==> src/rtl/syscall_responder_if.sv <==
// Syscall request / console byte-stream bundle between the execute stage,
// the syscall responder, and the console sink.
interface syscall_responder_if;
  logic        syscall_valid;
  logic [31:0] syscall_funct;
  logic [31:0] syscall_param1;
  logic        busy;
  logic [7:0]  char_data;
  logic        char_valid;
  logic        char_ready;
  logic        halted;

  modport master (
    output syscall_valid, syscall_funct, syscall_param1, char_ready,
    input  busy, char_data, char_valid, halted
  );

  modport slave (
    input  syscall_valid, syscall_funct, syscall_param1, char_ready,
    output busy, char_data, char_valid, halted
  );
endinterface

==> src/rtl/syscall_responder.sv <==
// Syscall responder: prints signed decimal ints and characters to a byte sink and halts on exit.
// Optional SYSCALL_HEX_EN adds funct 34, printing "0x" plus 8 uppercase hex digits.
module syscall_responder #(
  parameter int INT_DIGITS      = 10,
  parameter int EXIT_CODE_FUNCT = 10
) (
  input  logic          clock,
  input  logic          reset_n,
  syscall_responder_if.slave bus
);

  localparam int          POS_W      = (INT_DIGITS > 1) ? $clog2(INT_DIGITS) : 1;
  localparam logic [31:0] FUNCT_INT  = 32'd1;
  localparam logic [31:0] FUNCT_CHAR = 32'd11;
  localparam logic [31:0] FUNCT_EXIT = 32'(EXIT_CODE_FUNCT);
`ifdef SYSCALL_HEX_EN
  localparam logic [31:0] FUNCT_HEX  = 32'd34;
`endif

  typedef enum logic [2:0] {
    S_IDLE,
    S_SIGN,
    S_DIGIT,
    S_EMIT,
`ifdef SYSCALL_HEX_EN
    S_HEX,
`endif
    S_HALT
  } state_t;

  state_t             state, state_d;
  state_t             ret_state, ret_state_d;
  logic [31:0]        mag, mag_d;
  logic [3:0]         digit, digit_d;
  logic [POS_W-1:0]   pos, pos_d;
  logic               started, started_d;
  logic [7:0]         char_q, char_d;
`ifdef SYSCALL_HEX_EN
  logic [3:0]         hex_cnt, hex_cnt_d;
`endif

  function automatic logic [31:0] pow10(input logic [POS_W-1:0] p);
    case (int'(p))
      0:       pow10 = 32'd1;
      1:       pow10 = 32'd10;
      2:       pow10 = 32'd100;
      3:       pow10 = 32'd1000;
      4:       pow10 = 32'd10000;
      5:       pow10 = 32'd100000;
      6:       pow10 = 32'd1000000;
      7:       pow10 = 32'd10000000;
      8:       pow10 = 32'd100000000;
      9:       pow10 = 32'd1000000000;
      default: pow10 = 32'd0;
    endcase
  endfunction

  logic        supported;
  logic [31:0] cur_pow;
  assign cur_pow = pow10(pos);

  always_comb begin
    supported = (bus.syscall_funct == FUNCT_INT) || (bus.syscall_funct == FUNCT_CHAR) ||
                (bus.syscall_funct == FUNCT_EXIT);
`ifdef SYSCALL_HEX_EN
    supported = supported || (bus.syscall_funct == FUNCT_HEX);
`endif
  end

  // NOTE: every signal written here gets a default first so no path leaves it unassigned (no latches).
  always_comb begin
    state_d     = state;
    ret_state_d = ret_state;
    mag_d       = mag;
    digit_d     = digit;
    pos_d       = pos;
    started_d   = started;
    char_d      = char_q;
`ifdef SYSCALL_HEX_EN
    hex_cnt_d   = hex_cnt;
`endif
    case (state)
      S_IDLE: begin
        if (bus.syscall_valid) begin
          if (bus.syscall_funct == FUNCT_CHAR) begin
            char_d      = bus.syscall_param1[7:0];
            ret_state_d = S_IDLE;
            state_d     = S_EMIT;
          end else if (bus.syscall_funct == FUNCT_INT) begin
            mag_d     = bus.syscall_param1;
            pos_d     = POS_W'(INT_DIGITS - 1);
            digit_d   = 4'd0;
            started_d = 1'b0;
            state_d   = S_SIGN;
          end else if (bus.syscall_funct == FUNCT_EXIT) begin
            state_d = S_HALT;
`ifdef SYSCALL_HEX_EN
          end else if (bus.syscall_funct == FUNCT_HEX) begin
            mag_d     = bus.syscall_param1;
            hex_cnt_d = 4'd0;
            state_d   = S_HEX;
`endif
          end
        end
      end
      S_SIGN: begin
        if (mag[31]) begin
          // Unsigned negation: 0x80000000 stays 2147483648, which is the right magnitude.
          mag_d       = ~mag + 32'd1;
          char_d      = 8'h2D;
          ret_state_d = S_DIGIT;
          state_d     = S_EMIT;
        end else begin
          state_d = S_DIGIT;
        end
      end
      S_DIGIT: begin
        if (mag >= cur_pow) begin
          mag_d   = mag - cur_pow;
          digit_d = digit + 4'd1;
        end else begin
          digit_d = 4'd0;
          if (pos != '0) pos_d = pos - 1'b1;
          if ((digit != 4'd0) || started || (pos == '0)) begin
            char_d      = 8'h30 + {4'd0, digit};
            started_d   = 1'b1;
            ret_state_d = (pos == '0) ? S_IDLE : S_DIGIT;
            state_d     = S_EMIT;
          end
        end
      end
      S_EMIT: begin
        if (bus.char_ready) state_d = ret_state;
      end
`ifdef SYSCALL_HEX_EN
      S_HEX: begin
        if (hex_cnt == 4'd0) begin
          char_d = 8'h30;
        end else if (hex_cnt == 4'd1) begin
          char_d = 8'h78;
        end else begin
          char_d = (mag[31:28] < 4'd10) ? (8'h30 + {4'd0, mag[31:28]})
                                        : (8'h37 + {4'd0, mag[31:28]});
          mag_d  = mag << 4;
        end
        hex_cnt_d   = hex_cnt + 4'd1;
        ret_state_d = (hex_cnt == 4'd9) ? S_IDLE : S_HEX;
        state_d     = S_EMIT;
      end
`endif
      S_HALT:  state_d = S_HALT;
      default: state_d = S_IDLE;
    endcase
  end

  // NOTE: sequential state uses non-blocking assignments so all registers update together at the edge.
  always_ff @(posedge clock or negedge reset_n) begin
    if (!reset_n) begin
      state     <= S_IDLE;
      ret_state <= S_IDLE;
      mag       <= '0;
      digit     <= '0;
      pos       <= '0;
      started   <= 1'b0;
      char_q    <= '0;
`ifdef SYSCALL_HEX_EN
      hex_cnt   <= '0;
`endif
    end else begin
      state     <= state_d;
      ret_state <= ret_state_d;
      mag       <= mag_d;
      digit     <= digit_d;
      pos       <= pos_d;
      started   <= started_d;
      char_q    <= char_d;
`ifdef SYSCALL_HEX_EN
      hex_cnt   <= hex_cnt_d;
`endif
    end
  end

  assign bus.busy       = (bus.syscall_valid && supported) || (state != S_IDLE);
  assign bus.char_valid = (state == S_EMIT);
  assign bus.char_data  = char_q;
  assign bus.halted     = (state == S_HALT);

endmodule

==> src/flat_wrapper.sv <==
// flat-port wrapper written by rule: the top's interface ports become plain ports
module syscall_responder_flat 
#(
  parameter int INT_DIGITS      = 10,
  parameter int EXIT_CODE_FUNCT = 10
)
  (clock, reset_n, bus_syscall_valid, bus_syscall_funct, bus_syscall_param1, bus_char_ready, bus_busy, bus_char_data, bus_char_valid, bus_halted);
  syscall_responder_if bus_i ();
  input  logic clock;
  input  logic reset_n;
  input wire logic [$bits(bus_i.syscall_valid)-1:0] bus_syscall_valid;
  input wire logic [$bits(bus_i.syscall_funct)-1:0] bus_syscall_funct;
  input wire logic [$bits(bus_i.syscall_param1)-1:0] bus_syscall_param1;
  input wire logic [$bits(bus_i.char_ready)-1:0] bus_char_ready;
  output wire logic [$bits(bus_i.busy)-1:0] bus_busy;
  output wire logic [$bits(bus_i.char_data)-1:0] bus_char_data;
  output wire logic [$bits(bus_i.char_valid)-1:0] bus_char_valid;
  output wire logic [$bits(bus_i.halted)-1:0] bus_halted;
  assign bus_i.syscall_valid = bus_syscall_valid;
  assign bus_i.syscall_funct = bus_syscall_funct;
  assign bus_i.syscall_param1 = bus_syscall_param1;
  assign bus_i.char_ready = bus_char_ready;
  assign bus_busy = bus_i.busy;
  assign bus_char_data = bus_i.char_data;
  assign bus_char_valid = bus_i.char_valid;
  assign bus_halted = bus_i.halted;
  syscall_responder #(.INT_DIGITS(INT_DIGITS), .EXIT_CODE_FUNCT(EXIT_CODE_FUNCT)) u_core (.clock(clock), .reset_n(reset_n), .bus(bus_i));
endmodule
==> config.mk <==
export PLATFORM = sky130hd
export DESIGN_NAME = syscall_responder_flat
export DESIGN_NICKNAME = d
export VERILOG_FILES = /design/src/rtl/syscall_responder_if.sv /design/src/rtl/syscall_responder.sv /design/src/flat_wrapper.sv
export SDC_FILE = /design/constraint.sdc
export NUM_CORES = 1
export LEC_CHECK = 0
export BUFFER_PORTS_ARGS = -buffer_cell sky130_fd_sc_hd__buf_2
export CORE_UTILIZATION = 59
export CTS_CLUSTER_DIAMETER = 100
export CTS_CLUSTER_SIZE = 24
export DETAILED_ROUTE_END_ITERATION = 10
export GPL_ROUTABILITY_DRIVEN = 0
export HOLD_SLACK_MARGIN = 0.06
export PLACE_DENSITY = 0.81
export SETUP_SLACK_MARGIN = 0.1
export SYNTH_ARGS = -nofsm -noshare
export SYNTH_HDL_FRONTEND = slang
export SYNTH_SLANG_ARGS = --single-unit
==> constraint.sdc <==
create_clock -name clock -period 4.37 [get_ports clock]
set_clock_uncertainty 0.2 [all_clocks]
set_input_delay 0.6555 -clock clock [delete_from_list [all_inputs] [get_ports clock]]
set_output_delay 0.6555 -clock clock [all_outputs]
set_load 0.1 [all_outputs]
# [Yosys cells after proc, flatten, opt, wreduce, memory -nomap -nowiden]
# Memories as Yosys holds them, arrays and structs flattened.
# Index checks and enable logic that the tools add are counted.
[classes] addsub=5 order_cmp=1 eq_ne=18 n_mux=45 n_bitwise=1 n_reduce_logical=20
[ops] op="$mux 32" count=5
[ops] op="$pmux 32 s3" count=1
[ops] op="$eq 32x4->1 const B" count=2
[ops] op="$mux 8" count=5
[ops] op="$mux 3" count=12
[ops] op="$mux 4" count=9
[ops] op="$add 32x1->32 const B" count=1
[ops] op="$eq 32x1->1 const B" count=1
[ops] op="$ge 32x32->1" count=1
[ops] op="$not 32->32" count=1
[ops] op="$sub 32x32->32" count=1
[ops] op="$pmux 8 s3" count=1
[ops] op="$reduce_and 6->1" count=4
[ops] op="$pmux 4 s2" count=2
[ops] op="$pmux 3 s5" count=1
[ops] op="$ne 2x1->1 const B" count=6
[ops] op="$reduce_and 5->1" count=2
[ops] op="$pmux 3 s3" count=1
[ops] op="$ne 2x2->1 const B" count=4
[ops] op="$reduce_bool 4->1" count=2
[ops] op="$add 6x4->7 const A" count=1
[ops] op="$eq 3x2->1 const B" count=2
[ops] op="$mux 1" count=6
[ops] op="$reduce_bool 3->1" count=2
[ops] op="13 further kinds" count=17
[word_totals] register_bits=55 mem_bits_ro=480 inputBits=68 elab_cells=99 mem_count=1
[memory_table] memory="(no name shown)" depth=16 word_bits=30 rd=1 rd_clocked_by_memory_dff=0 wr=0 line="syscall_responder.sv:43" text="case (int'(p))"

# [Depth between registers and ports, before layout]
# Gate-level depths: netlist of run 1.
[depth] word_depth=6 depth_mapped=17 ltp_nobuf=15

# [Least setup slack after synthesis of run 1]
# Ideal clock, no wire load.
[synth_timing] kind="register -> register" start="register u_core.pos[2]" end="register u_core.char_q[1] (netlist: u_core.bus.char_data[1])" setup_time_ps=125 arrival_ps=3430 path_slack_ps=615 stages_incl_launch_ff=14 path_buffers=3 period_less_slack_ps=3755 path_cell_list="dfrtp_1 -> clkbuf_1 -> nor2_1 -> a22oi_1 -> ha_1 -> clkbuf_1 -> a211oi_1 -> o21a_1 -> o31ai_1 -> a2111o_1 -> o21ai_1 -> and3_1 -> buf_2 -> mux2_2"
[synth_via] elab_chain_len=4
[synth_lines] element="start: declaration" line="syscall_responder.sv:35" text="logic [POS_W-1:0] pos, pos_d;"
[synth_lines] element="start signal: assignment" line="syscall_responder.sv:174" text="pos <= pos_d;"
[synth_lines] element="$mem_v2 16x30 or $logic_not 4->1 (tied branches)"
[synth_lines] element="$ge 32x32->1 or $logic_or 1x1->1 (tied branches)" line="syscall_responder.sv:118, syscall_responder.sv:124"
[synth_lines] element="$ne 2x2->1 (no line) or $ne 2x1->1 (tied branches)"
[synth_lines] element="$reduce_and 6->1 (no line) *"
[synth_lines] element="end signal: assignment" line="syscall_responder.sv:176" text="char_q <= char_d;"
[synth_lines] element="end: declaration" line="syscall_responder.sv:37" text="logic [7:0] char_q, char_d;"
# Every way passes the cells marked *; elsewhere a longest branch is shown, timed or not.
# A chain may end at the register's enable or synchronous reset.

# [Worst setup path in the final report of run 1]
[layout_timing] start="register u_core.pos[3]" end="register u_core.mag[26]"
[layout_via] elab_chain_len=4
[layout_lines] element="$mem_v2 16x30 *"
[layout_lines] element="$sub 32x32->32 or $ge 32x32->1 (tied branches)" line="syscall_responder.sv:119, syscall_responder.sv:118"
[layout_lines] element="$mux 32 or $ne 2x1->1 (tied branches)"
[layout_lines] element="$pmux 32 s3 or $reduce_and 6->1 (tied branches)"
[layout_lines] element="end signal: assignment" line="syscall_responder.sv:172" text="mag <= mag_d;"
[layout_lines] element="end: declaration" line="syscall_responder.sv:33" text="logic [31:0] mag, mag_d;"
# Every way passes the cells marked *; elsewhere a longest branch is shown, timed or not. The select of a mux whose other input is x is not followed.

==> metrics, run 1 <==
sequential cell area fraction in the yosys report=24.2%; commonest non-fill, non-tap cells in the layout=buf_2, nand2_1, o21ai_0; die width=between 90 and 100 microns; CP arrival=4.08 ns; status=finished with violations; post-layout min period=a little over 4 ns; Multi-input gate area=~3900 sq um; worst-margin pin slew=roughly 0.99 ns; DR WL/cell=approximately 18 microns; Max-cap violations=0; EDFF count, synth=0; Leak Pwr=0.00261 uW; Non-Filler Instances=879; Clock Latency Late Sink=0.33 ns; layout cells sized above 1=between 10% and 20%; Layout Area Growth over Synthesis=11.3%; io pins=79; final hold viol count=0; H-tree Lvls=2; Synth async-reset ratio=100%; flop2flop setup slack=0.31 ns; ys flop type=dfrtp_1; CTS Root Cell=clkbuf_8; sequential cell area=~1300 sq um; Max clock buf depth=2; Placeable Area=8850 sq um; WL final=15700 microns; grt total ovfl=0; flip-flop and latch count after synthesis=53; Inst Count DP=~870; Pre-antenna DRT Iters=10; CP Class=register to register; synthesized area=~5500 sq um; Pwr Density=407 nW/um^2; FILL cells=730; Synth cell types=between 60 and 70; Post-DP HPWL=about 12000 microns; Hold Crit Class=primary input to async pin; IR drop worst, VDD=0.000258 V; RSZ-0062 raised after global routing=false; GRT Util Overall=32.9%; worst path cell trace=inv_1 -> nor3_1 -> a21oi_1 -> ha_1 -> nand2_1 -> and3b_1 -> o211ai_1 -> a21oi_1 -> nor2_2 -> a221o_1 -> buf_4 -> a221o_1 -> o22a_1; Critical-path top delay cell=dfrtp_1; Final TNS setup=0 ns; row count=34; CP max FO=26; fmax=0.247 GHz; Vias=between 5000 and 6000; Port Buffers=78; clk sinks=53; synth warn=0; most area-hungry cell type in the Yosys netlist=dfrtp_1; Syn Nets=about 800; Largest stage delay, worst path=0.48 ns; antenna diode count=0; antenna violations before repair=0; Crit path required time=4.39 ns; count of final setup violators=0; Slew Limit Fails=0; Residual DRC=1; final core utilization=between 60% and 70%; Post-Synthesis Cells=706; Crit. End Element=register; commonest non-fill, non-tap cell in the layout=buf_2; failing checks=DRC; DP Worst Slack=~0.036 ns; Layout Nets=879; first-pass GRT wire length=roughly 26000 microns; die area=between 9000 and 10000 sq um; synth top area cells=dfrtp_1, ha_1, o21ai_0; Tcrit/Tclk final=between 90 and 100%; Setup WS post-layout=0.315 ns; Setup crit start kind=register; Clk pin slew, worst setup/hold paths=0.12 ns; Slew headroom=33.5%; vias in the first global route=5517; starting density of the core=61.9%; TritonCTS buffer count=5; area share of the largest cell type after synthesis=24.2%; 1st-iter DRT viols=546; hold_buf cts=0; synthesized area per cell=7.76 sq um; ANT nets after route=0; total setup buffers inserted after CTS=0; via density per instance=6.60; Die Ht=98.4 microns; TritonCTS clock tree=yes; largest net degree at the start of global routing=54
==> routing by layer <==
layer	track usage (%)	vias up	wire (microns)
li1	-	2792	-
met1	44.0	2737	6800
met2	55.3	245	7520
met3	3.58	31	1010
met4	11.7	0	355
met5	0	-	0
==> cells in the mapped netlist, types with 7 or more instances <==
master,count
xnor2_1,24
dfrtp_1,53
clkbuf_1,29
a21o_1,9
o21ai_0,63
nand2_1,75
nor4_1,12
o21bai_1,7
mux2i_1,11
nor2_1,49
a222oi_1,15
nand3_1,14
and3_1,13
nand2b_1,13
a21oi_1,53
nor3_1,19
ha_1,40
nor2b_1,12
nand4_1,11
xor2_1,14
o21a_1,10
inv_1,28
o22ai_1,11
a221oi_1,11
==> power breakdown <==
group,switching [uW],internal [uW],total [uW]
Sequential,119,574,694
Combinational,896,580,1480
Clock,193,118,311
Total,1210,1270,2480
==> layout make-up <==
| type | count | area share [%] |
|---|---|---|
| clock buffer | 5 | 1.13 |
| clock inverter | 3 | 0.431 |
| inverter | 28 | 1.72 |
| multi-input combinational | 589 | 64.5 |
| sequential | 53 | 21.8 |
| tap | 108 | 2.21 |
| timing repair buffer | 93 | 8.24 |
==> cell families after synthesis <==
family                     share of synthesized area, %
AOI/OAI and AO/OA                                  28.5
xor gates and xnor gates                           6.07
adders and majority gates                          9.50
buffers and inverters                              4.50
DFF                                                24.2
muxes                                              3.04
and+or+nand+nor                                    24.2
==> worst max-delay path, delay by kind of cell, from the launching register on <==
kind                     cells  cell delay [ns]
flip-flops                   1             0.48
AND/OR/NAND/NOR              4             0.99
adder cells (fa/ha/maj)      1             0.48
AO/OA/AOI/OAI                6             1.41
buffers and inverters        2             0.38
==> state kept, by name (all words and copies together), names as in the netlist <==
register              flops
u_core.mag               32
u_core.bus.char_data      8
u_core.digit              4
u_core.pos                4
u_core.state              3
u_core.ret_state          1
u_core.started            1
==> final timing paths <==
path | startpoint | endpoint | cells after the start
setup / recovery | u_core.pos[3] | u_core.mag[26] | 13
hold / removal | reset_n | u_core.mag[15] | 2
setup reg to reg | u_core.pos[3] | u_core.mag[26] | 13
hold reg to reg | u_core.ret_state[1] | u_core.ret_state[1] | 1
max in group asynchronous | reset_n | u_core.pos[0] | 2
min in group clock | u_core.ret_state[1] | u_core.ret_state[1] | 1
==> through the flow <==
step,hold WS [ns],area [sq um],total power (uW)
finish,0.239,6100,2480
global route,0.321,6100,2650
CTS,0.276,6080,2450
detailed placement,0.291,5980,2130
global placement,0.287,5980,2090
floorplan,0.160,5480,1790
==> timing repair <==
action	4_1_cts	5_1_grt
gates resized for setup	1	7
endpoints found under the setup margin	2	39
hold endpoints to repair	0	0
pin swaps	0	1
No activity file was read; power rests on OpenSTA's default activity.
==> run 2: changes to the inputs <==
- PLACE_DENSITY: 0.81 -> 0.93
==> run 2 against run 1 <==
  * The run still ends with DRC left
  * Clock power increased by 20%
  * Non-clock buffer count is 3 lower
  * Via count increased by 5.3%
  * Final cell count fell by 0.34%
  * Die area unchanged
  * Final area about the same
  * Utilization about the same
  * Global-route usage grew 1.0 points
  * First-iteration DRC count grew 39%
  * Sequential share of layout area is essentially flat
  * Fmax down 1.6%
  * Critical endpoint is now u_core.mag[22]
  * Largest power group unchanged
  * Highest routed layer unchanged
==> metrics, run 2 (same netlist as run 1, synthesis figures left out) <==
layout cells sized above 1=16.1% (-0.067 points); antenna violations before repair=0 (unchanged); RSZ-0062 raised after global routing=false; via density per instance=6.98 (+5.7%); Critical-path top delay cell=dfrtp_2; Pre-antenna DRT Iters=11 (+1); die area=9680 sq um (unchanged); Pwr Density=421 nW/um^2 (+3.5%); Tcrit/Tclk final=94.3% (+1.6 points); H-tree Lvls=2 (unchanged); Area after DPL=5960 sq um (-0.38%); post-layout min period=4.12 ns (+0.0679 ns); CP Class=register to register; DR WL/cell=18.8 microns (+5.4%); Max clock buf depth=2 (unchanged); commonest non-fill, non-tap cells in the layout=buf_2, nand2_1, o21ai_0; Crit path top cell by count=inv_1; Vias=6115 (+5.3%); WL final=16500 microns (+5.1%); max reg flops=32 (unchanged); CTS Root Cell=clkbuf_8; row count=34 (unchanged); worst-margin pin slew=0.925 ns (-0.0679 ns); final core utilization=69.0% (about the same); Die Ht=98.4 microns (unchanged); total setup buffers inserted after CTS=0 (unchanged); largest net degree at the start of global routing=54 (unchanged); TritonCTS buffer count=5 (unchanged); Setup crit start kind=register; Hold Crit Class=primary input to async pin; final hold slack=0.238 ns (-0.00122 ns); final hold viol count=0 (unchanged); Slew Limit Fails=0 (unchanged); Max-cap violations=0 (unchanged); Layout Area Growth over Synthesis=11.4% (about the same); FILL cells=692 (-5.2%); clk sinks=53 (unchanged); first-pass GRT wire length=26900 microns (+2.4%); worst path cell trace=inv_1 -> ha_2 -> nand2_1 -> inv_1 -> ha_1 -> inv_1 -> fa_1 -> a211oi_1 -> o211ai_1 -> and3_1 -> a221o_1 -> a311oi_2 -> xnor2_1 -> a222oi_1 -> o21ai_0; Leak Pwr=0.00261 uW (about the same); failing checks=DRC; WP buf/inv=3 (+1); starting density of the core=61.9% (unchanged); Slew headroom=38.1% (+4.5 points); CP delay by family, top=compound AO/OA/AOI/OAI gates; Layout Nets=876 (-0.34%); status=finished with violations; 1st-iter DRT viols=761 (+39%); Clk pin slew, worst setup/hold paths=0.12 ns (about the same); Post-DP HPWL=12200 microns (+1.6%); hold_buf cts=0 (unchanged); wire length on met3=1590 microns (+58%); Crit path required time=4.38 ns (about the same); Residual DRC=1 (unchanged); GRT Util Overall=33.9% (+1.0 points); uppermost layer routed=met4; antenna diode count=0 (unchanged); die width=98.4 microns (unchanged); CP arrival=4.13 ns (+0.05 ns); Layout Cell Area excl Fill=6100 sq um (about the same); Crit. End Element=register; vias in the first global route=5864 (+6.3%); Final TNS setup=0 ns (unchanged); Largest stage delay, worst path=0.50 ns (+0.02 ns); CP max FO=10 (-62%); Placeable Area=8850 sq um (unchanged); wl on met1=6470 microns (-4.8%); Port Buffers=78 (unchanged); count of final setup violators=0 (unchanged); io pins=79 (unchanged); ANT nets after route=0 (unchanged); TritonCTS clock tree=yes; total power=2570 uW (+3.6%); commonest non-fill, non-tap cell in the layout=buf_2; Biggest register=u_core.mag; fmax=0.243 GHz (-1.6%); grt total ovfl=0 (unchanged); Clock Latency Late Sink=0.34 ns (about the same); IR drop worst, VDD=0.000276 V (+6.9%); met2 routed WL=7820 microns (+4.0%)
run 2: repair_timing:
item,CTS,global route
endpoints found under the hold margin,0,0
setup endpoints to repair,0,40
gates resized for setup,0,10
run 2: final timing paths:
| kind | depth (start not counted) | end | slack [ns] | startpoint |
|---|---|---|---|---|
| max in group asynchronous | 2 | u_core.pos[0] | 3.21 | reset_n |
| min in group clock | 1 | u_core.bus.char_data[5] | 0.32 | u_core.bus.char_data[5] |
| worst min-delay path | 2 | u_core.mag[28] | 0.24 | reset_n |
| worst min register to register | 1 | u_core.bus.char_data[5] | 0.32 | u_core.bus.char_data[5] |
| worst max register to register | 15 | u_core.mag[22] | 0.25 | u_core.pos[0] |
| worst max-delay path | 15 | u_core.mag[22] | 0.25 | u_core.pos[0] |
run 2: final cells by class:
class                   instances  area (sq um)  share of cell area (%)
multi-input cells             589          3940                    64.5
flip-flops and latches         53          1330                    21.8
repair buffers                 90           480                    7.87
well taps                     108           135                    2.21
inverters                      28           105                    1.72
clock buffers                   5          68.8                    1.13
clock inverters                 3          47.5                   0.779
run 2: metal layers:
| metal | vias to the layer above | global-route usage (%) |
|---|---|---|
| li1 | 2779 | - |
| met1 | 2822 | 42.8 |
| met2 | 436 | 57.4 |
| met3 | 78 | 4.94 |
| met4 | 0 | 15.7 |
| met5 | - | 0 |
run 2: worst reg2reg max path, stage by stage, from the launching register on:
cell and delay (ns):
dfrtp_2 0.50, inv_1 0.17, ha_2 0.28, nand2_1 0.13, inv_1 0.11, ha_1 0.17, inv_1 0.06, fa_1 0.41
a211oi_1 0.33, o211ai_1 0.18, and3_1 0.23, a221o_1 0.42, a311oi_2 0.36, xnor2_1 0.12, a222oi_1 0.23, o21ai_0 0.12
run 2: stage by stage:
stage | cells | setup WS, ns
3_5_place_dp | 868 | 0.135
3_3_place_gp | 868 | 0.305
2_1_floorplan | 706 | 0.615
4_1_cts | 876 | 0.101
6_report | 876 | 0.247
5_1_grt | 876 | 0.109
run 2: power breakdown:
group	switching, uW	internal (uW)	total (uW)	leakage [uW]
Sequential	124	574	698	0.000638
Combinational	925	574	1500	0.00192
Clock	197	175	373	0.0000591
